**src/rtl/prio_enc_pkg.sv**
```systemverilog
// Shared constants for the priority encoder / hex display slice:
// active-low 7-segment codes (gfedcba) and a constant-foldable clog2.
package prio_enc_pkg;

    localparam logic [6:0] SEG_BLANK = 7'h7F;
    localparam logic [6:0] SEG_0     = 7'h40;
    localparam logic [6:0] SEG_1     = 7'h79;
    localparam logic [6:0] SEG_2     = 7'h24;
    localparam logic [6:0] SEG_3     = 7'h30;
    localparam logic [6:0] SEG_4     = 7'h19;
    localparam logic [6:0] SEG_5     = 7'h12;
    localparam logic [6:0] SEG_6     = 7'h02;
    localparam logic [6:0] SEG_7     = 7'h78;
    localparam logic [6:0] SEG_8     = 7'h00;
    localparam logic [6:0] SEG_9     = 7'h10;
    localparam logic [6:0] SEG_A     = 7'h08;
    localparam logic [6:0] SEG_B     = 7'h03;
    localparam logic [6:0] SEG_C     = 7'h46;
    localparam logic [6:0] SEG_D     = 7'h21;
    localparam logic [6:0] SEG_E     = 7'h06;
    localparam logic [6:0] SEG_F     = 7'h0E;

    // Ceiling log2, never below 1 so a 2-input encoder still has a 1-bit index.
    function automatic int unsigned clog2(input int unsigned v);
        int unsigned r;
        r = 0;
        for (int unsigned i = 0; i < 32; i++) begin
            if ((64'd1 << i) < 64'(v)) r = i + 1;
        end
        return (r < 1) ? 1 : r;
    endfunction

endpackage

```
**src/rtl/seg7_dec.sv**
```systemverilog
// Combinational 4-bit to active-low 7-segment decoder (gfedcba).
module seg7_dec
    import prio_enc_pkg::*;
(
    input  logic [3:0] nib,
    output logic [6:0] seg
);

    // Nibble to segment lookup.
    always_comb begin
        seg = SEG_BLANK;
        case (nib)
            4'h0: seg = SEG_0;
            4'h1: seg = SEG_1;
            4'h2: seg = SEG_2;
            4'h3: seg = SEG_3;
            4'h4: seg = SEG_4;
            4'h5: seg = SEG_5;
            4'h6: seg = SEG_6;
            4'h7: seg = SEG_7;
            4'h8: seg = SEG_8;
            4'h9: seg = SEG_9;
            4'hA: seg = SEG_A;
            4'hB: seg = SEG_B;
            4'hC: seg = SEG_C;
            4'hD: seg = SEG_D;
            4'hE: seg = SEG_E;
            4'hF: seg = SEG_F;
            default: seg = SEG_BLANK;
        endcase
    end

endmodule

```
**src/rtl/prio_enc_hex.sv**
```systemverilog
// Two-stage priority encoder with registered hex display, change pulse
// and request-event counter. Define PRIO_ENC_HEX_LZB_EN to blank leading
// zero digits above the most significant nonzero nibble of y.
module prio_enc_hex
    import prio_enc_pkg::*;
#(
    parameter int unsigned N         = 16,
    parameter bit          MSB_FIRST = 1'b1,
    localparam int unsigned W        = clog2(N),
    localparam int unsigned D        = (W + 3) / 4
) (
    input  logic           clk,
    input  logic           rst_n,
    input  logic [N-1:0]   x,
    input  logic           en,
    input  logic           hold,
    output logic [W-1:0]   y,
    output logic           stat,
    output logic           chg,
    output logic [7:0]     evcnt,
    output logic [7*D-1:0] hex
);

    logic [N-1:0]   xs;
    logic [W-1:0]   y_nxt;
    logic           stat_nxt;
    logic [4*D-1:0] y_pad;
    logic [7*D-1:0] seg_raw;
    logic [7*D-1:0] hex_nxt;
    logic [D-1:0]   show;
`ifdef PRIO_ENC_HEX_LZB_EN
    logic [D-1:0]   nz_above;
`endif

    // Stage 1: sample requests; hold freezes, otherwise en gates to zero.
    always_ff @(posedge clk or negedge rst_n) begin
        if (!rst_n)    xs <= '0;
        else if (hold) xs <= xs;
        else if (en)   xs <= x;
        else           xs <= '0;
    end

    // Priority encode of the sampled vector; later hits in the scan win.
    always_comb begin
        y_nxt    = '0;
        stat_nxt = |xs;
        for (int unsigned i = 0; i < N; i++) begin
            if (MSB_FIRST) begin
                if (xs[i]) y_nxt = W'(i);
            end else begin
                if (xs[N-1-i]) y_nxt = W'(N - 1 - i);
            end
        end
        y_pad           = '0;
        y_pad[W-1:0]    = y_nxt;
    end

    for (genvar k = 0; k < D; k++) begin : g_dig
        seg7_dec u_dec (
            .nib (y_pad[4*k +: 4]),
            .seg (seg_raw[7*k +: 7])
        );
    end

    // Per-digit visibility: everything blank when idle.
    always_comb begin
        show    = {D{stat_nxt}};
        hex_nxt = '0;
`ifdef PRIO_ENC_HEX_LZB_EN
        // nz_above[k]: some nibble at position k or higher is nonzero.
        nz_above        = '0;
        nz_above[D-1]   = |y_pad[4*D-1 -: 4];
        for (int unsigned j = 1; j < D; j++) begin
            nz_above[D-1-j] = nz_above[D-j] | (|y_pad[4*(D-1-j) +: 4]);
        end
        for (int unsigned k = 1; k < D; k++) begin
            show[k] = stat_nxt & nz_above[k];
        end
`endif
        for (int unsigned k = 0; k < D; k++) begin
            hex_nxt[7*k +: 7] = show[k] ? seg_raw[7*k +: 7] : SEG_BLANK;
        end
    end

    // Stage 2: register encode result, flag changes, count idle->active edges.
    always_ff @(posedge clk or negedge rst_n) begin
        if (!rst_n) begin
            y     <= '0;
            stat  <= 1'b0;
            chg   <= 1'b0;
            evcnt <= '0;
            hex   <= {D{SEG_BLANK}};
        end else begin
            y     <= y_nxt;
            stat  <= stat_nxt;
            hex   <= hex_nxt;
            chg   <= ({stat_nxt, y_nxt} != {stat, y});
            evcnt <= evcnt + 8'(stat_nxt & ~stat);
        end
    end

endmodule

```
**config.mk**
```make
export PLATFORM = sky130hd
export DESIGN_NAME = prio_enc_hex
export DESIGN_NICKNAME = d
export VERILOG_FILES = /design/src/rtl/prio_enc_pkg.sv /design/src/rtl/seg7_dec.sv /design/src/rtl/prio_enc_hex.sv
export SDC_FILE = /design/constraint.sdc
export NUM_CORES = 1
export LEC_CHECK = 0
export CORE_ASPECT_RATIO = 2
export CORE_UTILIZATION = 35
export CTS_CLUSTER_SIZE = 40
export DETAILED_ROUTE_END_ITERATION = 12
export DONT_BUFFER_PORTS = 1
export GPL_ROUTABILITY_DRIVEN = 0
export PLACE_DENSITY = 0.56
export RECOVER_POWER = 25
export SETUP_SLACK_MARGIN = 0.15
export SYNTH_ARGS = -nofsm -noshare
export SYNTH_HDL_FRONTEND = slang
export SYNTH_HIERARCHICAL = 1
export SYNTH_SLANG_ARGS = --single-unit
```
**constraint.sdc**
```tcl
create_clock -name clk -period 2.36 [get_ports clk]
set_clock_uncertainty 0.05 [all_clocks]
set_input_delay 0.472 -clock clk [delete_from_list [all_inputs] [get_ports clk]]
set_output_delay 0.472 -clock clk [all_outputs]
set_load 0.005 [all_outputs]
```
==> summary.md, run 1 <==
| Metric | Value |
|---|---|
| Outcome | complete, but fails checks |
| Failing checks | negative setup slack |
| Tmin final | 2.37 ns |
| Vias in the first global route | 1,514 |
| Lkg Pwr | 1.10 nW |
| PortBufs | 0 |
| Post-synth top cells | nand2_1, dfrtp_1, o21ai_0 |
| DRT iter0 DRCs | 27 |
| Critical Path RT | 2.54 ns |
| Antenna violation net count after detailed routing | 0 |
| Place WS | -0.0743 ns |
| Top post-synthesis cells by area | dfrtp_1, dfstp_2, nand2_1, ha_1, o21ai_0 |
| Slew headroom | 39.1% |
| Largest area contributor in the netlist | dfrtp_1 |
| Critical path type | flop to flop |
| Worst R2R Start | xs[2] |
| Clock latency on the worst-skew pair | 0.29 ns |
| Syn nets | 219 |
| Cell count after placement | 266 |
| Post-synthesis cell area | 1890 sq um |
| VDD IR max | 0.000471 V |
| Fin. max-slew vios | 0 |
| Worst Setup EP | hex[3] |
| Vias per inst | 5.04 |
| Clock slew at reported path FFs | 0.08 ns |
| Most frequent cell after synthesis | nand2_1 |
| Max-Cap Viols | 0 |
| Worst EP arrival | 2.55 ns |
| Setup crit start | xs[2] |
| Nets | 254 |
| Layout Cells excl Fill | 283 |
| TritonCTS Buffers | 5 |
| DRT Wirelength | 4.44 mm |
| Initial antenna violation count | 0 |
| First-pass GRT wire length | 7.07 mm |
| Clock Tree Root | clkbuf_8 |
| Row count | 37 |
| Synth Instances | 189 |
| Max FO, Critical Path | 3 |
| Share of post-route cells with drive strength above 1 | 34.7% |
| Die height | 106 um |
| Tcrit/Tclk final | 100% |
| Wirelength per Cell | 15.7 um |
| CP Capture Type | flop |
| Area of the multi-input gates | 1080 sq um |
| CP startpoint kind | flop |
| Core area | 5180 sq um |
| Ys flop type | dfrtp_1 |
| Min-Delay Path Class | input pin to flop |
| FF-to-FF End | hex[3] |
| Antenna diodes | 0 |
| RSZ-0062 raised after global routing | true |
| Top cell type's share of synthesized area | 39.7% |
| Via count | 1,427 |
| Initial core utilization | 36.5% |
| Die X | 54.0 um |
| P per Cell Area | 736 nW/um^2 |
| Worst Tran Pin Value | 0.913 ns |
| Final routed DRC violation total | 0 |
| R2r worst-path depth | 10 |
| FILL cells | 483 |
| Avg Cell Area, Syn | 10.0 sq um |
| EDFF count, synth | 0 |
| # IOs | 41 |
| Die Footprint | 5720 sq um |
| Count of cell types in the netlist | 41 |
| Clock buffer depth | 2 |
| Drt pass-1 iters | 4 |
| Setup WS post-layout | -0.0101 ns |
| Largest net degree at the start of global routing | 38 |
| Tot GR Track Use | 17.7% |
| Final setup vio count | 1 |
| Num Clock Sinks | 37 |
| Ys async rst share | 100% |
| HPWL Detailed | 3.06 mm |
| Sequential cell area | 936 sq um |
| FMAX | 422 MHz |
| Layout area overhead | 31.9% |
| Sequential fraction of the synthesis area | 49.4% |
| Fin. Hold Viols | 0 |
| H-tree levels | 2 |
| Global route total overflow | 0 |
| Reg2reg setup slack | -0.01 ns |
| Ys Warns | 6 |
| Synthesized flop and latch total | 37 |
| CTS tree | done |
-- through the flow --
step | area [sq um] | util (%) | setup TNS, ns | hold WS, ns | total power [mW]
floorplan | 1940 | - | -0.141 | 0.126 | 1.11
global placement | 2170 | 41.9 | -0.0879 | 0.127 | 1.25
detailed placement | 2170 | 41.9 | -0.127 | 0.127 | 1.26
CTS | 2470 | 47.6 | -0.193 | 0.219 | 1.83
global route | 2490 | 48.1 | -0.375 | 0.215 | 1.95
finish | 2490 | 48.1 | -0.0101 | 0.228 | 1.84
-- layer usage --
| layer | global-route usage (%) | vias to the layer above | part of all wire, % |
|---|---|---|---|
| li1 | - | 718 | - |
| met5 | 0 | - | 0 |
| met2 | 34.4 | 40 | 61 |
| met4 | 7.69 | 0 | 2.1 |
| met3 | 5.15 | 7 | 4.9 |
| met1 | 14.8 | 662 | 32 |
-- area by class of cell --
cell class	instances	area share [%]
Clock inverter	3	0.702
Sequential cell	37	37.5
Inverter	9	1.35
Clock buffer	5	2.76
Tap cell	58	2.91
Timing Repair Buffer	35	11.5
Multi-Input combinational cell	136	43.3
-- worst max-delay path, stage by stage (launching register included) --
cell and delay (ns):
dfrtp_1 0.38, nand2b_4 0.14, a221o_1 0.33, a211oi_2 0.22, o21ai_1 0.08, nand2b_1 0.13, inv_2 0.09, ha_4 0.27
inv_2 0.04, mux4_2 0.44, nand2b_4 0.14
-- cells by family (layout without fill, tap and decap cells) --
kind of cell	count (synthesis)	in the layout	share of synthesized area, %
DFF	37	37	49.4
AOI/OAI and AO/OA	38	38	12.7
buffers and inverters	16	52	3.64
and+or+nand+nor	75	75	20.3
muxes	6	6	4.10
xor gates and xnor gates	7	7	3.24
adders and majority gates	10	10	6.61
-- power breakdown --
part / leakage (nW) / internal (mW) / switching (mW) / total [mW]
Clock: 0.0439 / 0.204 / 0.234 / 0.437
Sequential: 0.448 / 0.756 / 0.0958 / 0.851
Combinational: 0.613 / 0.299 / 0.248 / 0.547
Total: 1.10 / 1.26 / 0.578 / 1.84
-- repair_timing --
item                                    4_1_cts  5_1_grt
endpoints found under the hold margin        37        0
buffers inserted                              6        1
hold buffers                                  2        0
pin swaps                                    12       17
gates resized for setup                      25       10
endpoints found under the setup margin       11       11
-- sequential cells by signal, summed over array words and instances, names as in the netlist --
signal / count
xs: 16
chg: 1
evcnt: 8
hex: 7
y: 4
stat: 1
-- cell usage in the layout, fill, tap and decap left out, drive strengths merged, types with 4 or more instances in the layout --
cell type | synthesis | routed
mux2i | 4 | 4
dfrtp | 30 | 30
buf | 3 | 30
nor2 | 11 | 11
a21oi | 5 | 5
xnor2 | 5 | 5
clkbuf | 4 | 9
nor4 | 4 | 4
dfstp | 7 | 7
inv | 9 | 9
nand2b | 10 | 10
ha | 10 | 10
nand2 | 35 | 35
o21ai | 21 | 21
-- worst min-delay path by stage --
| stage | startpoint | end | slack [ns] | cells after the start |
|---|---|---|---|---|
| floorplan | rst_n | chg | 0.13 | 0 |
| global placement | rst_n | xs[12] | 0.13 | 0 |
| detailed placement | rst_n | xs[12] | 0.13 | 0 |
| CTS | hold | xs[7] | 0.22 | 1 |
| global route | hold | xs[7] | 0.22 | 1 |
| finish | hold | xs[7] | 0.23 | 1 |
(Power assumes the default switching activity.)
==> run 2: changes to the inputs <==
- CELL_PAD_IN_SITES_DETAIL_PLACEMENT: not set -> 0
- CELL_PAD_IN_SITES_GLOBAL_PLACEMENT: not set -> 1
- PLACE_DENSITY: 0.56 -> 0.68
==> run 2 against run 1 <==
Net effect: the run still ends with negative setup slack left; clock power is 29% higher; critical endpoint unchanged; first-iteration DRC count grew 19%; global-route usage decreased by 1.1 points.
==> summary.md, run 2 (synthesis results as in run 1) <==
| Metric | Value |
|---|---|
| FMAX | 418 MHz |
| Failing checks | negative setup slack |
| Final setup vio count | 1 |
| Initial antenna violation count | 0 |
| Global route total overflow | 0 |
| Met3 WL | 212 um |
| CTS tree | done |
| Critical Path RT | 2.53 ns |
| CP Capture Type | flop |
| Antenna violation net count after detailed routing | 0 |
| Commonest non-fill, non-tap cell in the layout | nand2_1 |
| Final hold slack | 0.230 ns |
| H-tree levels | 2 |
| Final Core Density | 48.1% |
| Die Footprint | 5720 sq um |
| Initial core utilization | 36.5% |
| Via count | 1,457 |
| # IOs | 41 |
| Metal2 WL | 2.54 mm |
| Core area | 5180 sq um |
| DRT Wirelength | 4.18 mm |
| Clock latency on the worst-skew pair | 0.29 ns |
| Post-route setup TNS | -0.0298 ns |
| Wirelength per Cell | 14.7 um |
| Tot GR Track Use | 16.6% |
| Nets | 255 |
| Register bank with the most flops | xs |
| Vias per inst | 5.13 |
| PortBufs | 0 |
| FILL cells | 470 |
| First-pass GRT wire length | 6.96 mm |
| Worst Tran Pin Value | 0.883 ns |
| Pwr Total | 1.93 mW |
| Antenna diodes | 0 |
| Vias in the first global route | 1,573 |
| Layout area overhead | 31.9% |
| DRT met1 WL | 1.36 mm |
| Leading registers by flop count | xs: 16 flops, evcnt: 8 flops, hex: 7 flops |
| Tmin final | 2.39 ns |
| TritonCTS Buffers | 5 |
| Critical path type | flop to flop |
| Num Clock Sinks | 37 |
| Lkg Pwr | 1.11 nW |
| Row count | 37 |
| Share of post-route cells with drive strength above 1 | 35.8% |
| Clock slew at reported path FFs | 0.07 ns |
| Tcrit/Tclk final | 101% |
| DRT iter0 DRCs | 32 |
| Outcome | complete, but fails checks |
| Fin. Hold Viols | 0 |
| CP startpoint kind | flop |
| Largest net degree at the start of global routing | 38 |
| RSZ-0062 raised after global routing | true |
| Clock Tree Root | clkbuf_8 |
| VDD IR max | 0.000421 V |
| Final routed DRC violation total | 0 |
| Die height | 106 um |
| Max FO, Critical Path | 4 |
| HPWL Detailed | 3.17 mm |
| Worst Hold Depth | 1 |
| R2r worst-path depth | 10 |
| Max-Cap Viols | 0 |
| Slew headroom | 41.1% |
| Max FFs per register | 16 |
| Drt pass-1 iters | 4 |
| Die X | 54.0 um |
| Uppermost layer routed | met4 |
| Worst EP arrival | 2.56 ns |
| Fin. max-slew vios | 0 |
| Min-Delay Path Class | input pin to flop |
| Setup WS post-layout | -0.0298 ns |
| Clock buffer depth | 2 |
| P per Cell Area | 772 nW/um^2 |
| Most frequent cells in the layout | nand2_1, dfrtp_1, buf_4, o21ai_0, nor2_1 |
run 2: where the power goes:
group,switching [mW],internal (mW)
registers,0.0920,0.756
logic,0.234,0.279
clock network,0.222,0.343
total,0.548,1.38
run 2: worst paths after layout:
| kind | endpoint | from | slack (ns) |
|---|---|---|---|
| min in group asynchronous | evcnt[1] | rst_n | 0.79 |
| max reg2reg | hex[3] | xs[2] | -0.03 |
| min reg2reg | xs[0] | xs[0] | 0.43 |
| max in group asynchronous | xs[13] | rst_n | 0.87 |
| min | xs[6] | hold | 0.23 |
| max | hex[3] | xs[2] | -0.03 |
run 2: metal layers:
| metal | vias up | global-route usage (%) |
|---|---|---|
| met5 | - | 0 |
| met4 | 0 | 7.14 |
| met3 | 6 | 5.15 |
| met2 | 41 | 31.9 |
| met1 | 690 | 14.2 |
| li1 | 720 | - |
run 2: cell type report:
| class | count | area [sq um] | area share, % |
|---|---|---|---|
| flip-flops and latches | 37 | 936 | 37.5 |
| inverters | 9 | 33.8 | 1.35 |
| well taps | 58 | 72.6 | 2.91 |
| clock buffers | 6 | 82.6 | 3.31 |
| clock inverters | 2 | 37.5 | 1.50 |
| repair buffers | 36 | 270 | 10.8 |
| multi-input cells | 136 | 1060 | 42.6 |
run 2: worst max-delay path: stages (launching register included):
cell and delay, ns:
dfrtp_1 0.38, nand2b_4 0.14, a221o_1 0.32, a211oi_2 0.22
o21ai_1 0.08, nand2b_1 0.15, inv_2 0.09, ha_4 0.27
inv_2 0.03, mux4_2 0.45, nand2b_4 0.15
run 2: metrics by stage:
stage,instance area [sq um],worst slack (ns),std cells
6_report,2490,-0.0298,284
4_1_cts,2460,-0.0808,282
2_1_floorplan,1940,-0.0543,189
3_5_place_dp,2160,-0.0660,265
5_1_grt,2490,-0.151,284
3_3_place_gp,2160,0.00789,265
run 2: timing repair:
action,in CTS,in global routing
endpoints found under the setup margin,9,11
pin swaps,14,11
hold buffers,2,0
gates cloned,0,0
setup buffers,7,2
endpoints found under the hold margin,37,0
gates resized for setup,20,12
